## src/rtl/block_transfer_sequencer_pkg.sv

```systemverilog
// Shared definitions for the LDM/STM block-transfer sequencer: FSM encoding,
// addressing-mode codes and the register-list population count.
package block_transfer_sequencer_pkg;

    localparam int REG_LIST_W         = 16;
    localparam int COUNT_W            = 5;
    localparam int DEFAULT_WORD_BYTES = 4;

    typedef enum logic [2:0] {
        ST_IDLE  = 3'd0,
        ST_SETUP = 3'd1,
        ST_XFER  = 3'd2,
        ST_WB    = 3'd3,
        ST_DONE  = 3'd4
    } bts_state_t;

    // Mode code is {up, pre}
    localparam logic [1:0] MODE_DA = 2'b00;
    localparam logic [1:0] MODE_DB = 2'b01;
    localparam logic [1:0] MODE_IA = 2'b10;
    localparam logic [1:0] MODE_IB = 2'b11;

    function automatic logic [COUNT_W-1:0] popcount(input logic [REG_LIST_W-1:0] v);
        logic [COUNT_W-1:0] cnt;
        cnt = '0;
        for (int i = 0; i < REG_LIST_W; i++) begin
            cnt = cnt + COUNT_W'(v[i]);
        end
        return cnt;
    endfunction

endpackage

```

## src/rtl/block_transfer_sequencer_lowest_set_bit.sv

```systemverilog
// Priority encoder: index of the lowest set bit of a register list, plus a
// flag that at least one bit is set.
module lowest_set_bit
    import block_transfer_sequencer_pkg::*;
#(
    parameter int WIDTH = REG_LIST_W,
    parameter int IDX_W = $clog2(WIDTH)
) (
    input  logic [WIDTH-1:0] vec,
    output logic [IDX_W-1:0] index,
    output logic             valid
);

    always_comb begin
        index = '0;
        valid = |vec;
        // Scan downwards so the lowest set bit is the last one written.
        for (int i = WIDTH - 1; i >= 0; i--) begin
            if (vec[i]) begin
                index = IDX_W'(i);
            end
        end
    end

endmodule

```

## src/rtl/block_transfer_sequencer.sv

```systemverilog
// LDM/STM sequencer: walks a register list lowest-first, issuing one memory
// request per register, then optionally writes the final address to the base.
module block_transfer_sequencer
    import block_transfer_sequencer_pkg::*;
#(
    parameter int ADDR_W     = 32,
    parameter int NREGS      = 16,
    parameter int WORD_BYTES = DEFAULT_WORD_BYTES
) (
    input  logic                     clock,
    input  logic                     reset,
    input  logic                     start,
    output logic                     ready,
    input  logic                     load,
    input  logic                     up,
    input  logic                     pre,
    input  logic                     writeback,
    input  logic [$clog2(NREGS)-1:0] base_reg,
    input  logic [ADDR_W-1:0]        base_addr,
    input  logic [NREGS-1:0]         reg_list,
    output logic [$clog2(NREGS)-1:0] rf_read_num,
    input  logic [ADDR_W-1:0]        rf_read_data,
    output logic                     rf_write_en,
    output logic [$clog2(NREGS)-1:0] rf_write_num,
    output logic [ADDR_W-1:0]        rf_write_data,
    output logic                     mem_req,
    output logic                     mem_we,
    output logic [ADDR_W-1:0]        mem_addr,
    output logic [ADDR_W-1:0]        mem_wdata,
    input  logic                     mem_ack,
    input  logic [ADDR_W-1:0]        mem_rdata,
    output logic                     done
);

    localparam int IDX_W = $clog2(NREGS);
    localparam logic [ADDR_W-1:0] STEP = ADDR_W'(WORD_BYTES);

    bts_state_t state_q, state_d;

    logic              cmd_load_q;
    logic              cmd_up_q;
    logic              cmd_pre_q;
    logic              cmd_wb_q;
    logic [IDX_W-1:0]  cmd_base_reg_q;
    logic [ADDR_W-1:0] cmd_base_addr_q;
    logic [NREGS-1:0]  cmd_list_q;
    logic [NREGS-1:0]  remain_q;
    logic [ADDR_W-1:0] addr_q;
    logic [ADDR_W-1:0] final_q;
    logic              gap_q;

    logic [IDX_W-1:0]   cur_idx;
    logic               cur_valid;
    logic [NREGS-1:0]   cur_onehot;
    logic [NREGS-1:0]   remain_after;
    logic [COUNT_W-1:0] list_count;
    logic [ADDR_W-1:0]  span;
    logic [ADDR_W-1:0]  first_addr;
    logic [ADDR_W-1:0]  last_addr;
    logic               wb_taken;
    logic               xfer_ack;

    function automatic logic [ADDR_W-1:0] start_address(
        input logic [1:0]        mode,
        input logic [ADDR_W-1:0] base,
        input logic [ADDR_W-1:0] total
    );
        logic [ADDR_W-1:0] a;
        case (mode)
            MODE_IA: a = base;
            MODE_IB: a = base + STEP;
            MODE_DA: a = base - total + STEP;
            MODE_DB: a = base - total;
            default: a = base;
        endcase
        return a;
    endfunction

    lowest_set_bit #(
        .WIDTH (NREGS),
        .IDX_W (IDX_W)
    ) u_lowest_set_bit (
        .vec   (remain_q),
        .index (cur_idx),
        .valid (cur_valid)
    );

    assign cur_onehot   = {{(NREGS-1){1'b0}}, 1'b1} << cur_idx;
    assign remain_after = remain_q & ~cur_onehot;
    assign list_count   = popcount(cmd_list_q);
    assign span         = ADDR_W'(list_count) * STEP;
    assign first_addr   = start_address({cmd_up_q, cmd_pre_q}, cmd_base_addr_q, span);
    assign last_addr    = cmd_up_q ? (cmd_base_addr_q + span) : (cmd_base_addr_q - span);
    // A loaded base register keeps the value read from memory.
    assign wb_taken     = cmd_wb_q && !(cmd_load_q && cmd_list_q[cmd_base_reg_q]);

    always_ff @(posedge clock or negedge reset) begin
        if (!reset) begin
            state_q <= ST_IDLE;
        end else begin
            state_q <= state_d;
        end
    end

    always_comb begin
        state_d       = state_q;
        ready         = 1'b0;
        mem_req       = 1'b0;
        mem_we        = 1'b0;
        mem_addr      = '0;
        mem_wdata     = '0;
        rf_read_num   = '0;
        rf_write_en   = 1'b0;
        rf_write_num  = '0;
        rf_write_data = '0;
        done          = 1'b0;
        xfer_ack      = 1'b0;
        case (state_q)
            ST_IDLE: begin
                ready = 1'b1;
                if (start) begin
                    state_d = ST_SETUP;
                end
            end
            ST_SETUP: begin
                state_d = (list_count == '0) ? ST_DONE : ST_XFER;
            end
            ST_XFER: begin
                // Request is idle for one cycle after each ack.
                if (!gap_q && cur_valid) begin
                    mem_req  = 1'b1;
                    mem_we   = !cmd_load_q;
                    mem_addr = addr_q;
                    if (!cmd_load_q) begin
                        rf_read_num = cur_idx;
                        mem_wdata   = rf_read_data;
                    end
                    if (mem_ack) begin
                        xfer_ack = 1'b1;
                        if (cmd_load_q) begin
                            rf_write_en   = 1'b1;
                            rf_write_num  = cur_idx;
                            rf_write_data = mem_rdata;
                        end
                        if (remain_after == '0) begin
                            state_d = wb_taken ? ST_WB : ST_DONE;
                        end
                    end
                end
            end
            ST_WB: begin
                rf_write_en   = 1'b1;
                rf_write_num  = cmd_base_reg_q;
                rf_write_data = final_q;
                state_d       = ST_DONE;
            end
            ST_DONE: begin
                done    = 1'b1;
                state_d = ST_IDLE;
            end
            default: begin
                state_d = ST_IDLE;
            end
        endcase
    end

    always_ff @(posedge clock or negedge reset) begin
        if (!reset) begin
            cmd_load_q      <= 1'b0;
            cmd_up_q        <= 1'b0;
            cmd_pre_q       <= 1'b0;
            cmd_wb_q        <= 1'b0;
            cmd_base_reg_q  <= '0;
            cmd_base_addr_q <= '0;
            cmd_list_q      <= '0;
            remain_q        <= '0;
            addr_q          <= '0;
            final_q         <= '0;
            gap_q           <= 1'b0;
        end else begin
            if (state_q == ST_IDLE && start) begin
                cmd_load_q      <= load;
                cmd_up_q        <= up;
                cmd_pre_q       <= pre;
                cmd_wb_q        <= writeback;
                cmd_base_reg_q  <= base_reg;
                cmd_base_addr_q <= base_addr;
                cmd_list_q      <= reg_list;
                remain_q        <= reg_list;
                gap_q           <= 1'b0;
            end
            if (state_q == ST_SETUP) begin
                addr_q  <= first_addr;
                final_q <= last_addr;
            end
            if (state_q == ST_XFER) begin
                if (gap_q) begin
                    gap_q <= 1'b0;
                end else if (xfer_ack) begin
                    remain_q <= remain_after;
                    addr_q   <= addr_q + STEP;
                    gap_q    <= (remain_after != '0);
                end
            end
        end
    end

endmodule
```

## config.mk

```make
export PLATFORM = sky130hd
export DESIGN_NAME = block_transfer_sequencer
export DESIGN_NICKNAME = d
export VERILOG_FILES = /design/src/rtl/block_transfer_sequencer_pkg.sv /design/src/rtl/block_transfer_sequencer_lowest_set_bit.sv /design/src/rtl/block_transfer_sequencer.sv
export SDC_FILE = /design/constraint.sdc
export NUM_CORES = 1
export LEC_CHECK = 0
export ABC_CLOCK_PERIOD_IN_PS = 10600
export BUFFER_PORTS_ARGS = -buffer_cell sky130_fd_sc_hd__buf_2
export CAP_MARGIN = 40
export CELL_PAD_IN_SITES_DETAIL_PLACEMENT = 2
export CELL_PAD_IN_SITES_GLOBAL_PLACEMENT = 2
export CORE_ASPECT_RATIO = 1.75
export CORE_MARGIN = 5
export CORE_UTILIZATION = 25
export DETAILED_ROUTE_END_ITERATION = 7
export GPL_TIMING_DRIVEN = 0
export PLACE_DENSITY_LB_ADDON = 0.1
export SYNTH_ARGS = -nofsm -noshare
export SYNTH_HDL_FRONTEND = slang
export SYNTH_SLANG_ARGS = --single-unit
```

## constraint.sdc

```tcl
create_clock -name clock -period 10.6 [get_ports clock]
set_input_delay 0.53 -clock clock [delete_from_list [all_inputs] [get_ports clock]]
set_output_delay 0.53 -clock clock [all_outputs]
set_load 0.005 [all_outputs]
```

==> reports/qor.csv <==
metric,value,unit
finalMaxSlewViolations,0,
synth_top_family_by_area,simple AND/OR/NAND/NOR gates,
max_freq,0.130,GHz
wl_per_cell,27.5,µm
drive_above_1_share,17.9,%
r2r_start,cmd_list_q[11],
dpl.hpwl,54.5,mm
crit_path_max_incr_delay,0.62,ns
timing.rr.end,addr_q[20],
synth_top_area_share,30.4,%
synth_mux_area_share,2.46,%
post-route-min-period,7.70,ns
start_util,25.2,%
vias_per_cell,5.44,
dieArea,50700,µm²
clk_pin_slew,0.07,ns
diodes,0,
outcome,finished clean,
antenna_found_initial,1,
cts_buffers,17,
core,45800,µm²
synth_edf_count,0,
postCtsSetupBuffers,0,
synth_fa_ha_area_share,4.54,%
die_x,172,µm
yosysTopAreaCell,dfrtp_1,
grt_pass1_wl,95.8,mm
synth-simple-area-share,30.1,%
drtPass1Iterations,4,
yosys-top-cells-count,"285 x nand2_1, 140 x dfrtp_1, 124 x o21ai_0",
setup_viol,0,
yosys-top-cells-area,"dfrtp_1 30%, nand2_1 9.3%, o21ai_0 5.4%",
crit_arrival,7.99,ns
hold_buffers,0,
synth-main-ff-cell,dfrtp_1,
max_cap_viol_count,0,
drc_errors,0,
portBuffers,232,
grt-ovfl-total,0,
tightest_slew,0.915,ns
clock-sinks,140,
gp_congestion,0.908,
synth-xor-area-share,4.94,%
die_y,294,µm
synth_nets,1686,
nets,1950,
cts_resized,0,
area_growth,22.6,%
yosys_register_bits,140,
clkLatencyLatePin,0.45,ns
synthCells,1529,
finalCritPeriodShare,72.6,%
ys_warn_count,0,
cp_top_family,adder cells,
grt.total_usage,25.8,%
max-slew-margin-rel,38.4,%
rsz0062_at_grt,false,
reg2reg_depth,25,
ctsLongestPathBuffers,2,
cp-end-kind,flip-flop,
antenna_left,0,
yosysSeqAreaShare,30.4,%
cts_root_buf,clkbuf_16,
wl,65.8,mm
synth_compound_area_share,21.8,%
cp.buffers_inverters,7,
syn_area,11500,µm²
crit_type,reg2reg,
ys_types,86,
cts_tree,built,
crit_fanout,10,
reg2reg_slack,2.90,ns
ys_async_sr_fraction,100,%
fin_tns_setup,0,ns
grt_start_max_net_pins,87,
final_hold_viol_count,0,
hold_path_class,in2async,
htreeDepth,4,
grt_pass1_vias,14300,
drtIter0Drc,572,
ios,233,
syn_area_per_cell,7.54,µm²
worstPathRequired,10.89,ns
cp-start-kind,flip-flop,
cp_common_cell,inv_1,
vias,13000,
rows,104,
yosysMostFrequentCell,nand2_1,
crit_slowest_cell,xnor2_1,
finalClockSkew,0.0205,ns
-- worst register-to-register path, delay by kind of cell, from the launching register on --
kind,cells,cell delay [ns]
simple gates,4,1.10
compound gates,3,0.98
fa+ha+maj,7,2.77
flops,1,0.44
mux,1,0.36
buf+inv,7,0.64
xor+xnor,3,1.23
-- placed cells by master (no fill, tap or decap), types with 8 or more instances in the layout --
master,count
nor2b_1,8
a22oi_1,39
nand4_1,20
nor4_1,26
buf_1,13
dfrtp_1,140
buf_2,246
nor3_1,47
o22ai_1,17
clkbuf_16,17
nand3_1,41
o21ai_0,124
a211oi_1,10
a31oi_1,15
fa_1,12
clkbuf_1,90
nand2_1,285
o32a_1,8
nor2_1,122
and3_1,48
or2_2,8
mux2i_1,16
xor2_1,21
and2_1,43
a21o_1,14
xnor2_1,44
a21oi_1,65
nand2b_1,17
ha_1,21
or3_1,11
inv_1,57
-- state kept, by name (all words and copies together) (netlist names) --
| register | cells |
|---|---|
| cmd_list_q | 16 |
| gap_q | 1 |
| cmd_load_q | 1 |
| cmd_base_reg_q | 4 |
| cmd_base_addr_q | 32 |
| state_q | 3 |
| cmd_pre_q | 1 |
| final_q | 32 |
| remain_q | 16 |
| cmd_up_q | 1 |
| cmd_wb_q | 1 |
| addr_q | 32 |
-- area by class of cell --
class	count	area (µm²)
plain buffers	114	450
clock buffers	22	474
clock inverters	10	90.1
fillers	5492	31700
inverters	57	214
multi-input cells	1218	7350
flip-flops and latches	140	3500
well taps	583	729
repair buffers	245	1320
-- how the worst max path moves through the flow --
stage / cells after the start / endpoint / start
6_report: 25 / addr_q[20] / cmd_list_q[11]
5_1_grt: 25 / addr_q[20] / cmd_list_q[11]
4_1_cts: 25 / addr_q[20] / cmd_list_q[11]
3_5_place_dp: 25 / addr_q[20] / cmd_list_q[11]
3_3_place_gp: 24 / addr_q[28] / cmd_list_q[11]
2_1_floorplan: 22 / addr_q[30] / cmd_list_q[11]
-- cell families (layout without fill, tap and decap cells) --
logic type | Yosys count | count (layout)
DFF | 140 | 140
xor gates and xnor gates | 65 | 65
buffers and inverters | 171 | 448
AOI/OAI and AO/OA | 386 | 386
and+or+nand+nor | 710 | 710
muxes | 22 | 22
adders and majority gates | 35 | 35
-- stage by stage --
| stage | cells | setup slack (ns) | area [µm²] | hold WS [ns] | util, % |
|---|---|---|---|---|---|
| after CTS | 2389 | 2.90 | 14100 | 0.0189 | 30.9 |
| after floorplan | 1529 | 4.38 | 11500 | 0.234 | - |
| final | 2389 | 2.90 | 14100 | 0.0148 | 30.9 |
| after detailed placement | 2357 | 2.94 | 13600 | 0.467 | 29.6 |
| after global routing | 2389 | 2.59 | 14100 | 0.0384 | 30.9 |
| after global placement | 2344 | 2.98 | 13400 | 0.455 | 29.3 |
-- routing by layer --
layer / vias up / track usage, % / routed length, µm
li1: 5953 / - / -
met1: 6589 / 26.5 / 23200
met2: 342 / 49.3 / 35800
met3: 113 / 2.70 / 2230
met4: 0 / 14.9 / 4480
met5: - / 0 / 0
Power is not shown: default switching activity piles up to over one toggle a cycle in this logic, so the estimate is an artifact.
